<file path="config.mk">
export PLATFORM = sky130hd
export DESIGN_NAME = v850_prefetch_queue
export DESIGN_NICKNAME = d
export VERILOG_FILES = /design/src/rtl/v850_pkg.sv /design/src/rtl/v850_hw_ring.sv /design/src/rtl/v850_prefetch_queue.sv
export SDC_FILE = /design/constraint.sdc
export NUM_CORES = 1
export LEC_CHECK = 0
export ABC_AREA = 1
export CAP_MARGIN = 10
export CORE_AREA = 2 2 173 175
export CTS_BUF_LIST = sky130_fd_sc_hd__clkbuf_8 sky130_fd_sc_hd__clkbuf_16
export DETAILED_ROUTE_END_ITERATION = 6
export DIE_AREA = 0 0 175 177
export PLACE_DENSITY = 0.67
export SYNTH_ARGS = -nofsm -noshare
export SYNTH_HDL_FRONTEND = slang
export SYNTH_SLANG_ARGS = --single-unit
export TNS_END_PERCENT = 50
</file>
<file path="constraint.sdc">
create_clock -name clk -period 3.85 [get_ports clk]
set_input_delay 0.385 -clock clk [delete_from_list [all_inputs] [get_ports clk]]
set_output_delay 0.385 -clock clk [all_outputs]
set_load 0.005 [all_outputs]
</file>
<file path="src/rtl/v850_pkg.sv">
// Shared types for the V850 instruction prefetch path.
package v850_pkg;

    localparam int unsigned HW_W = 16;

    typedef logic [HW_W-1:0] halfword_t;

    typedef enum logic [1:0] {
        IDLE  = 2'd0,
        REQ   = 2'd1,
        WAIT  = 2'd2,
        DRAIN = 2'd3
    } fetch_state_e;

endpackage

</file>
<file path="src/rtl/v850_hw_ring.sv">
// Circular halfword buffer: partial-beat write at the tail, head-relative window read.
module v850_hw_ring
    import v850_pkg::*;
#(
    parameter int unsigned  DEPTH_HW  = 8,
    parameter int unsigned  BEAT_HW   = 2,
    parameter int unsigned  WINDOW_HW = 4,
    localparam int unsigned PTR_W     = $clog2(DEPTH_HW),
    localparam int unsigned CNT_W     = $clog2(DEPTH_HW + 1),
    localparam int unsigned WC_W      = $clog2(WINDOW_HW + 1),
    localparam int unsigned SKIP_W    = (BEAT_HW > 1) ? $clog2(BEAT_HW) : 1
) (
    input  logic                        clk,
    input  logic                        rst_n,
    input  logic                        i_flush,
    input  logic                        i_wr_en,
    input  logic [SKIP_W-1:0]           i_wr_skip,
    input  logic [BEAT_HW*HW_W-1:0]     i_wr_data,
    input  logic [WC_W-1:0]             i_rd_cnt,
    output logic [CNT_W-1:0]            o_count,
    output logic [WINDOW_HW*HW_W-1:0]   o_window,
    output logic [WC_W-1:0]             o_win_count
);

    halfword_t          r_mem [DEPTH_HW];
    logic [PTR_W-1:0]   r_head;
    logic [PTR_W-1:0]   r_tail;
    logic [CNT_W-1:0]   r_count;
    logic [CNT_W-1:0]   w_wr_num;
    logic [WC_W-1:0]    w_win_count;

    assign w_wr_num = i_wr_en ? (CNT_W'(BEAT_HW) - CNT_W'(i_wr_skip)) : '0;

    always_ff @(posedge clk or negedge rst_n) begin
        if (!rst_n) begin
            r_head  <= '0;
            r_tail  <= '0;
            r_count <= '0;
        end else if (i_flush) begin
            r_head  <= '0;
            r_tail  <= '0;
            r_count <= '0;
        end else begin
            r_head  <= r_head + PTR_W'(i_rd_cnt);
            r_tail  <= r_tail + PTR_W'(w_wr_num);
            r_count <= r_count + w_wr_num - CNT_W'(i_rd_cnt);
        end
    end

    // Halfwords below the skip offset precede an unaligned target and are dropped.
    always_ff @(posedge clk) begin
        if (i_wr_en && !i_flush) begin
            for (int unsigned i = 0; i < BEAT_HW; i++) begin
                if (i >= 32'(i_wr_skip)) begin
                    r_mem[r_tail + PTR_W'(i) - PTR_W'(i_wr_skip)] <= i_wr_data[i*HW_W +: HW_W];
                end
            end
        end
    end

    assign w_win_count = (r_count > CNT_W'(WINDOW_HW)) ? WC_W'(WINDOW_HW) : WC_W'(r_count);

    always_comb begin
        o_window = '0;
        for (int unsigned i = 0; i < WINDOW_HW; i++) begin
            if (i < 32'(w_win_count)) begin
                o_window[i*HW_W +: HW_W] = r_mem[r_head + PTR_W'(i)];
            end
        end
    end

    assign o_win_count = w_win_count;
    assign o_count     = r_count;

endmodule

</file>
<file path="src/rtl/v850_prefetch_queue.sv">
// V850 instruction prefetcher: one-outstanding beat fetch FSM, redirect/flush and decoder window.
module v850_prefetch_queue
    import v850_pkg::*;
#(
    parameter int unsigned      FETCH_W   = 32,
    parameter int unsigned      DEPTH_HW  = 8,
    parameter int unsigned      WINDOW_HW = 4,
    parameter int unsigned      PC_W      = 25,
    parameter logic [PC_W-1:0]  RESET_PC  = '0,
    localparam int unsigned     BEAT_HW   = FETCH_W / HW_W,
    localparam int unsigned     WC_W      = $clog2(WINDOW_HW + 1)
) (
    input  logic                        clk,
    input  logic                        rst_n,
    input  logic                        redirect_valid_i,
    input  logic [PC_W-1:0]             redirect_pc_i,
    output logic                        mem_req_o,
    output logic [PC_W-1:0]             mem_addr_o,
    input  logic                        mem_gnt_i,
    input  logic                        mem_rvalid_i,
    input  logic [FETCH_W-1:0]          mem_rdata_i,
    output logic [WINDOW_HW*HW_W-1:0]   window_o,
    output logic [WC_W-1:0]             win_count_o,
    output logic [PC_W-1:0]             pc_o,
    input  logic [WC_W-1:0]             consume_i
);

    localparam int unsigned CNT_W  = $clog2(DEPTH_HW + 1);
    localparam int unsigned CA_W   = CNT_W + 1;
    localparam int unsigned SKIP_W = (BEAT_HW > 1) ? $clog2(BEAT_HW) : 1;

    fetch_state_e       r_state;
    fetch_state_e       w_next_state;
    logic               r_mem_req;
    logic [PC_W-1:0]    r_fetch_addr;
    logic [PC_W-1:0]    r_pc;
    logic [PC_W-1:0]    w_aligned;
    logic [SKIP_W-1:0]  w_skip;
    logic [CNT_W-1:0]   w_count;
    logic [CA_W-1:0]    w_wr_num;
    logic [CA_W-1:0]    w_count_after;
    logic               w_enq;
    logic               w_space_ok;
    logic               w_space_after_ok;

    assign w_aligned = r_fetch_addr & ~PC_W'(BEAT_HW - 1);
    assign w_skip    = SKIP_W'(r_fetch_addr & PC_W'(BEAT_HW - 1));
    assign w_enq     = (r_state == WAIT) && mem_rvalid_i && !redirect_valid_i;

    // Occupancy after this cycle's enqueue and consume decides whether to refetch.
    assign w_wr_num         = w_enq ? (CA_W'(BEAT_HW) - CA_W'(w_skip)) : '0;
    assign w_count_after    = CA_W'(w_count) + w_wr_num - CA_W'(consume_i);
    assign w_space_ok       = w_count <= CNT_W'(DEPTH_HW - BEAT_HW);
    assign w_space_after_ok = w_count_after <= CA_W'(DEPTH_HW - BEAT_HW);

    always_ff @(posedge clk or negedge rst_n) begin
        if (!rst_n) begin
            r_state   <= IDLE;
            r_mem_req <= 1'b0;
        end else begin
            r_state   <= w_next_state;
            r_mem_req <= (w_next_state == REQ);
        end
    end

    // A redirect while a response is owed must swallow that response first.
    always_comb begin
        w_next_state = r_state;
        case (r_state)
            IDLE: begin
                if (redirect_valid_i || w_space_ok) w_next_state = REQ;
            end
            REQ: begin
                if (mem_gnt_i) w_next_state = redirect_valid_i ? DRAIN : WAIT;
            end
            WAIT: begin
                if (mem_rvalid_i) begin
                    w_next_state = (redirect_valid_i || w_space_after_ok) ? REQ : IDLE;
                end else if (redirect_valid_i) begin
                    w_next_state = DRAIN;
                end
            end
            DRAIN: begin
                if (mem_rvalid_i) w_next_state = REQ;
            end
            default: w_next_state = IDLE;
        endcase
    end

    always_ff @(posedge clk or negedge rst_n) begin
        if (!rst_n) begin
            r_fetch_addr <= RESET_PC;
            r_pc         <= RESET_PC;
        end else if (redirect_valid_i) begin
            r_fetch_addr <= redirect_pc_i;
            r_pc         <= redirect_pc_i;
        end else begin
            if (w_enq) r_fetch_addr <= w_aligned + PC_W'(BEAT_HW);
            r_pc <= r_pc + PC_W'(consume_i);
        end
    end

    v850_hw_ring #(
        .DEPTH_HW  (DEPTH_HW),
        .BEAT_HW   (BEAT_HW),
        .WINDOW_HW (WINDOW_HW)
    ) u_ring (
        .clk         (clk),
        .rst_n       (rst_n),
        .i_flush     (redirect_valid_i),
        .i_wr_en     (w_enq),
        .i_wr_skip   (w_skip),
        .i_wr_data   (mem_rdata_i),
        .i_rd_cnt    (consume_i),
        .o_count     (w_count),
        .o_window    (window_o),
        .o_win_count (win_count_o)
    );

    assign mem_req_o  = r_mem_req;
    assign mem_addr_o = w_aligned;
    assign pc_o       = r_pc;

endmodule

</file>
# After elaboration in Yosys (flattened, before gate mapping)
# Memory sizes are Yosys's and may differ from the RTL's.
# Index checks and enable logic that the tools add are counted.
op_classes:
  n_lt_le_gt_ge: 8
  mux: 26
  eq_ne: 4
  reduce_logical: 8
  addsub: 16
op_table:
  columns: ["op", "count"]
  rows:
  - ["two-way mux 25 bit", 3]
  - ["two-way mux 16 bit", 4]
  - ["adder 25 x 2 -> 25 bit (second input constant)", 1]
  - ["adder 25 x 3 -> 25 bit", 1]
  - ["two-way mux 2 bit", 5]
  - ["two-way mux 3 bit", 3]
  - ["two-way mux 4 bit", 2]
  - ["one-hot mux 2 bit (4 select lines)", 1]
  - ["two-way mux 1 bit", 7]
  - ["adder 3 x 1 -> 3 bit (second input constant)", 2]
  - ["adder 3 x 2 -> 3 bit (second input constant)", 2]
  - ["adder 3 bit", 2]
  - ["less-than comparator 1 x 3 -> 1 bit (first input constant)", 2]
  - ["less-than comparator 2 x 3 -> 1 bit (first input constant)", 2]
  - ["subtractor 2 x 1 -> 3 bit (first input constant)", 2]
  - ["subtractor 3 x 1 -> 3 bit", 2]
  - ["adder 4 x 5 -> 5 bit", 1]
  - ["<= comparator 5 x 3 -> 1 bit (second input constant)", 1]
  - ["two-way mux 5 bit", 1]
  - ["subtractor 5 x 3 -> 5 bit", 1]
  - ["adder 4 bit", 1]
  - ["equality test 2 x 1 -> 1 bit (second input constant)", 2]
  - ["equality test 2 bit (second input constant)", 2]
  - ["> comparator 4 x 3 -> 1 bit (second input constant)", 1]
  - ["other kinds (8)", 11]
totals:
  register_bits: 63
  output_inout_bits: 118
  mem_count: 1
  word_cells: 70
  ram_bits: 128
mem_list:
  columns: ["name", "depth", "width", "rd", "rd_ports_with_merged_regs", "write_ports", "line", "rtl"]
  rows:
  - ["u_ring.r_mem", 8, 16, 4, 0, 2, "v850_hw_ring.sv:25", "halfword_t r_mem [DEPTH_HW];"]

# Longest topological paths before layout
logic_depth:
  word_depth: 12
  depth_mapped: 18

# By module
# Synthesis repeated with hierarchy kept, for this count alone.
hier_totals:
  hier_cells: 2131
  hier_area_um2: 14426.3
modules_own_cells:
  columns: ["module", "n_inst", "cells_per_inst", "area_per_inst_um2"]
  rows:
  - ["v850_hw_ring", 1, 1567, 10540.1]
  - ["v850_prefetch_queue", 1, 564, 3886.2]

# Worst setup path after synthesis
# No wires, ideal clock.
synth_timing:
  path_type: "reg2reg"
  startpoint: "reg r_fetch_addr[0]"
  endpoint: "mem u_ring.r_mem[3][0] in the netlist's numbering (enable)"
  setup_ps: 416
  required_time_ps: 3434
  path_stages_with_launch: 6
  path_slack_ps: 1010
  t_arrival_ps: 2424
  n_path_buf: 0
  path_cell_list: "dfrtp_1 > ha_1 > ha_1 > xnor2_1 > nand2_1 > o32ai_1"
synth_lines:
  columns: ["element", "line", "rtl"]
  rows:
  - ["start: declaration", "v850_prefetch_queue.sv:35", "logic [PC_W-1:0] r_fetch_addr;"]
  - ["start signal: assignment", "v850_prefetch_queue.sv:95", "r_fetch_addr <= redirect_pc_i;"]
  - ["start signal: assignment", "v850_prefetch_queue.sv:98", "if (w_enq) r_fetch_addr <= w_aligned + PC_W'(BEAT_HW);"]
  - ["end: declaration", "v850_hw_ring.sv:25", null]

# Final worst setup path
layout_timing:
  startpoint: "reg u_ring.r_head[0]"
  endpoint: "out window_o[16]"
layout_between:
  elab_chain_cells: 3
layout_lines:
  columns: ["element", "line", "rtl"]
  rows:
  - ["start: declaration", "v850_hw_ring.sv:26", "logic [PTR_W-1:0] r_head;"]
  - ["start signal: assignment", "v850_hw_ring.sv:44", "r_head <= r_head + PTR_W'(i_rd_cnt);"]
  - ["adder 3 x 1 -> 3 bit", "v850_hw_ring.sv:67", "o_window[i*HW_W +: HW_W] = r_mem[r_head + PTR_W'(i)];"]
  - ["memory read (8 x 16 bit)", null, null]
  - ["two-way mux 16 bit", "v850_hw_ring.sv:66", "if (i < 32'(w_win_count)) begin"]
  - ["end: declaration", "v850_prefetch_queue.sv:22", "output logic [WINDOW_HW*HW_W-1:0] window_o,"]
# Every way passes these cells.

==> metrics.yaml <==
synthCells: 1714
rsz0062_at_grt: "false"
viasPerCell: 5.57
holdBufCountCts: 0
post-route-period-util_pct: 89.3
setup_tns_ps: 0
ys_seq_area_share_pct: 41.8
drtIter0Drc: 1472
fillers: 2711
worstSkewPairLatency_ps: 450
clock.fmax_mhz: 291
cts_setup_buffers: 0
nets: 1923
setup_ws_ps: 412
htreeDepth: 4
wl_per_cell_microns: 18.8
grt.overflow.total: 0
synth_ff_type: "edfxtp_1"
placed_cell_area_sq_um: 14900
criticalPathCategory: "flip-flop to output pin"
powerDensity_nw_per_um2: 471
post_cts_resize_count: 0
clock-sinks: 191
endpoint_kind: "output pin"
core_sq_um: 29200
drv_cap: 0
gp_congestion: 0.915
dpl_worst_slack_ps: 595
grt_max_degree: 156
synth.top_cell.area_share_pct: 29.6
detail-route-antenna-nets: 0
cts_tree: "yes"
p_leak_nw: 6.04
outcome: "finished, final reports clean"
design_area_sq_um: 15600
rows: 63
power_frac_seq_pct: 34.0
routed_wl_mm: 42.1
ir_drop_uv: 328
yosys.area.top_type: "edfxtp_1"
grt_use_total_pct: 27.2
synth_enable_flop_cells: 128
clock-root-buffer: "clkbuf_16"
ys_seq_elements: 191
syn-num-nets: 1802
synth_async_sr_flop_share_pct: 33.0
synth_cell_types: 47
maxSlewHeadroom_pct: 20.5
clk_pin_slew_ps: 80
timing.final.max_slew_violations: 0
start_util_pct: 44.4
drtPass1Iterations: 5
start_kind: "flip-flop"
netlist_area_sq_um: 13000
power.internal_mw: 4.66
worst_pin_slew_ps: 1190
synth_area_leaders: "edfxtp_1 (30%), nand2_1 (13%), dfrtp_1 (12%), o21ai_0 (9.0%), nor2_1 (4.9%)"
setup-violations-final: 0
grt_pass1_wl_mm: 64.6
finalHoldViolations: 0
synth_warnings: 0
dp.final_hpwl_mm: 31.3
dieArea_sq_um: 31000
drc: 0
syn_avg_cell_area_sq_um: 7.57
worst_ep_arrival_time_ps: 3050
p_comb_share_pct: 41.1
die_h_microns: 177
io_buffers: 181
worstHoldPathType: "input pin to asynchronous set/reset pin"
finClkSkew_ps: 9.76
die_w_microns: 175
min_period_ps: 3440
grt_pass1_vias: 11100
io_pins: 183
vias: 12500
clkPwrFrac_pct: 24.8
max-clock-path-buffers: 2
p_sw_share_pct: 36.4
cp.required_ps: 3460
layout-drive-gt1-share_pct: 5.14
crit_path_max_fanout: 64
p_switching_mw: 2.66
synthToLayoutAreaGrowth_pct: 19.8
antenna_found_initial: 4
cts_buffers: 17
state kept, by name, indices dropped and copies added, names as in the netlist:
signal / cells
u_ring.r_head: 3
pc_o: 25
u_ring.r_tail: 3
r_fetch_addr: 25
r_state: 2
u_ring.o_count: 4
mem_req_o: 1
u_ring.r_mem: 128
critical path, cell delays in order (launching register included):
cell	delay, ps
dfrtp_4	510
inv_1	190
ha_2	320
inv_2	580
o21ai_0	200
o22ai_1	230
nor2_1	60
clkdlybuf4s50_1	490
cells in the mapped netlist (2+ instances only):
| library cell | instances |
|---|---|
| o31ai_1 | 3 |
| o22ai_1 | 49 |
| o221ai_1 | 3 |
| buf_1 | 3 |
| edfxtp_1 | 128 |
| o21bai_1 | 3 |
| nor3_1 | 37 |
| nand2_1 | 446 |
| nand3b_1 | 3 |
| o21ai_0 | 234 |
| a22o_1 | 10 |
| o211ai_1 | 7 |
| fa_1 | 3 |
| o21ai_1 | 71 |
| nor2_1 | 168 |
| xnor2_1 | 6 |
| a21oi_1 | 28 |
| a21boi_0 | 2 |
| ha_1 | 20 |
| buf_6 | 10 |
| dfrtp_1 | 63 |
| nand3_1 | 55 |
| buf_2 | 38 |
| mux2i_1 | 51 |
| buf_4 | 19 |
| clkbuf_1 | 33 |
| a31oi_1 | 4 |
| inv_1 | 153 |
| inv_2 | 9 |
| nor2_4 | 7 |
| a41oi_1 | 2 |
| xor2_1 | 17 |
| nor2_2 | 4 |
| o32ai_1 | 6 |
| nand4_1 | 7 |
kinds of logic after synthesis:
group,after synthesis,share of synthesized area (%)
and+or+nand+nor,734,23.2
AOI/OAI and AO/OA,422,17.7
buffers and inverters,267,9.23
DFF,191,41.8
muxes,51,3.93
xor gates and xnor gates,25,1.80
adders and majority gates,23,2.39
other,1,0.0289
metal layers:
metal	GRT usage [%]	share of wire, %	vias to the layer above
li1	-	-	6003
met3	7.02	12	52
met1	40.1	44	5714
met5	0	0.066	-
met4	6.42	1.4	4
met2	40.0	42	696
cell usage in the layout (no fill, tap or decap), types with 19 or more instances in the layout:
cell type	instances
nand2_1	446
o21ai_0	234
clkdlybuf4s50_1	180
nor2_1	168
inv_1	153
edfxtp_1	128
o21ai_1	71
dfrtp_1	62
nand3_1	55
mux2i_1	51
o22ai_1	49
nor3_1	37
a21oi_1	28
buf_4	23
ha_1	19
through the flow:
stage          std cells  total power [mW]  util [%]  hold WS [ps]
6_report            2240              7.33      53.2          21.2
5_1_grt             2238              7.74      53.2          81.0
4_1_cts             2238              7.33      53.2          46.3
3_5_place_dp        2206              5.53      51.1           528
3_3_place_gp        2206              5.47      51.1           515
2_1_floorplan       1714              4.05         -          89.4
power by group through the flow:
stage               Sequential [mW]  Combinational, mW  Clock, mW
global route                   2.51               3.30       1.93
finish                         2.49               3.01       1.82
floorplan                      2.49               1.56          0
CTS                            2.49               3.00       1.84
global placement               2.53               2.94          0
detailed placement             2.53               2.99          0
worst paths after layout:
check                           slack [ps]                to         startpoint  cells after the start
worst max-delay path                   410      window_o[16]   u_ring.r_head[0]                      7
max in group asynchronous             2900   r_fetch_addr[9]              rst_n                      2
worst max register to register        1070         mem_req_o         r_state[0]                     17
min in group clk                       540          pc_o[22]  redirect_pc_i[22]                      3
worst min register to register         570  u_ring.r_tail[2]   u_ring.r_tail[2]                      1
worst min-delay path                    20          pc_o[15]              rst_n                      1
cell type report:
type	count	area, sq um	area share (%)
clock inverter	15	173	1.11
timing repair buffer	205	2000	12.9
sequential	191	5420	34.9
antenna	2	5.00	0.0322
inverter	164	618	3.97
clock buffer	17	425	2.74
multi-input combinational	1256	6420	41.3
tap	390	488	3.14
(Power assumes the default switching activity.)
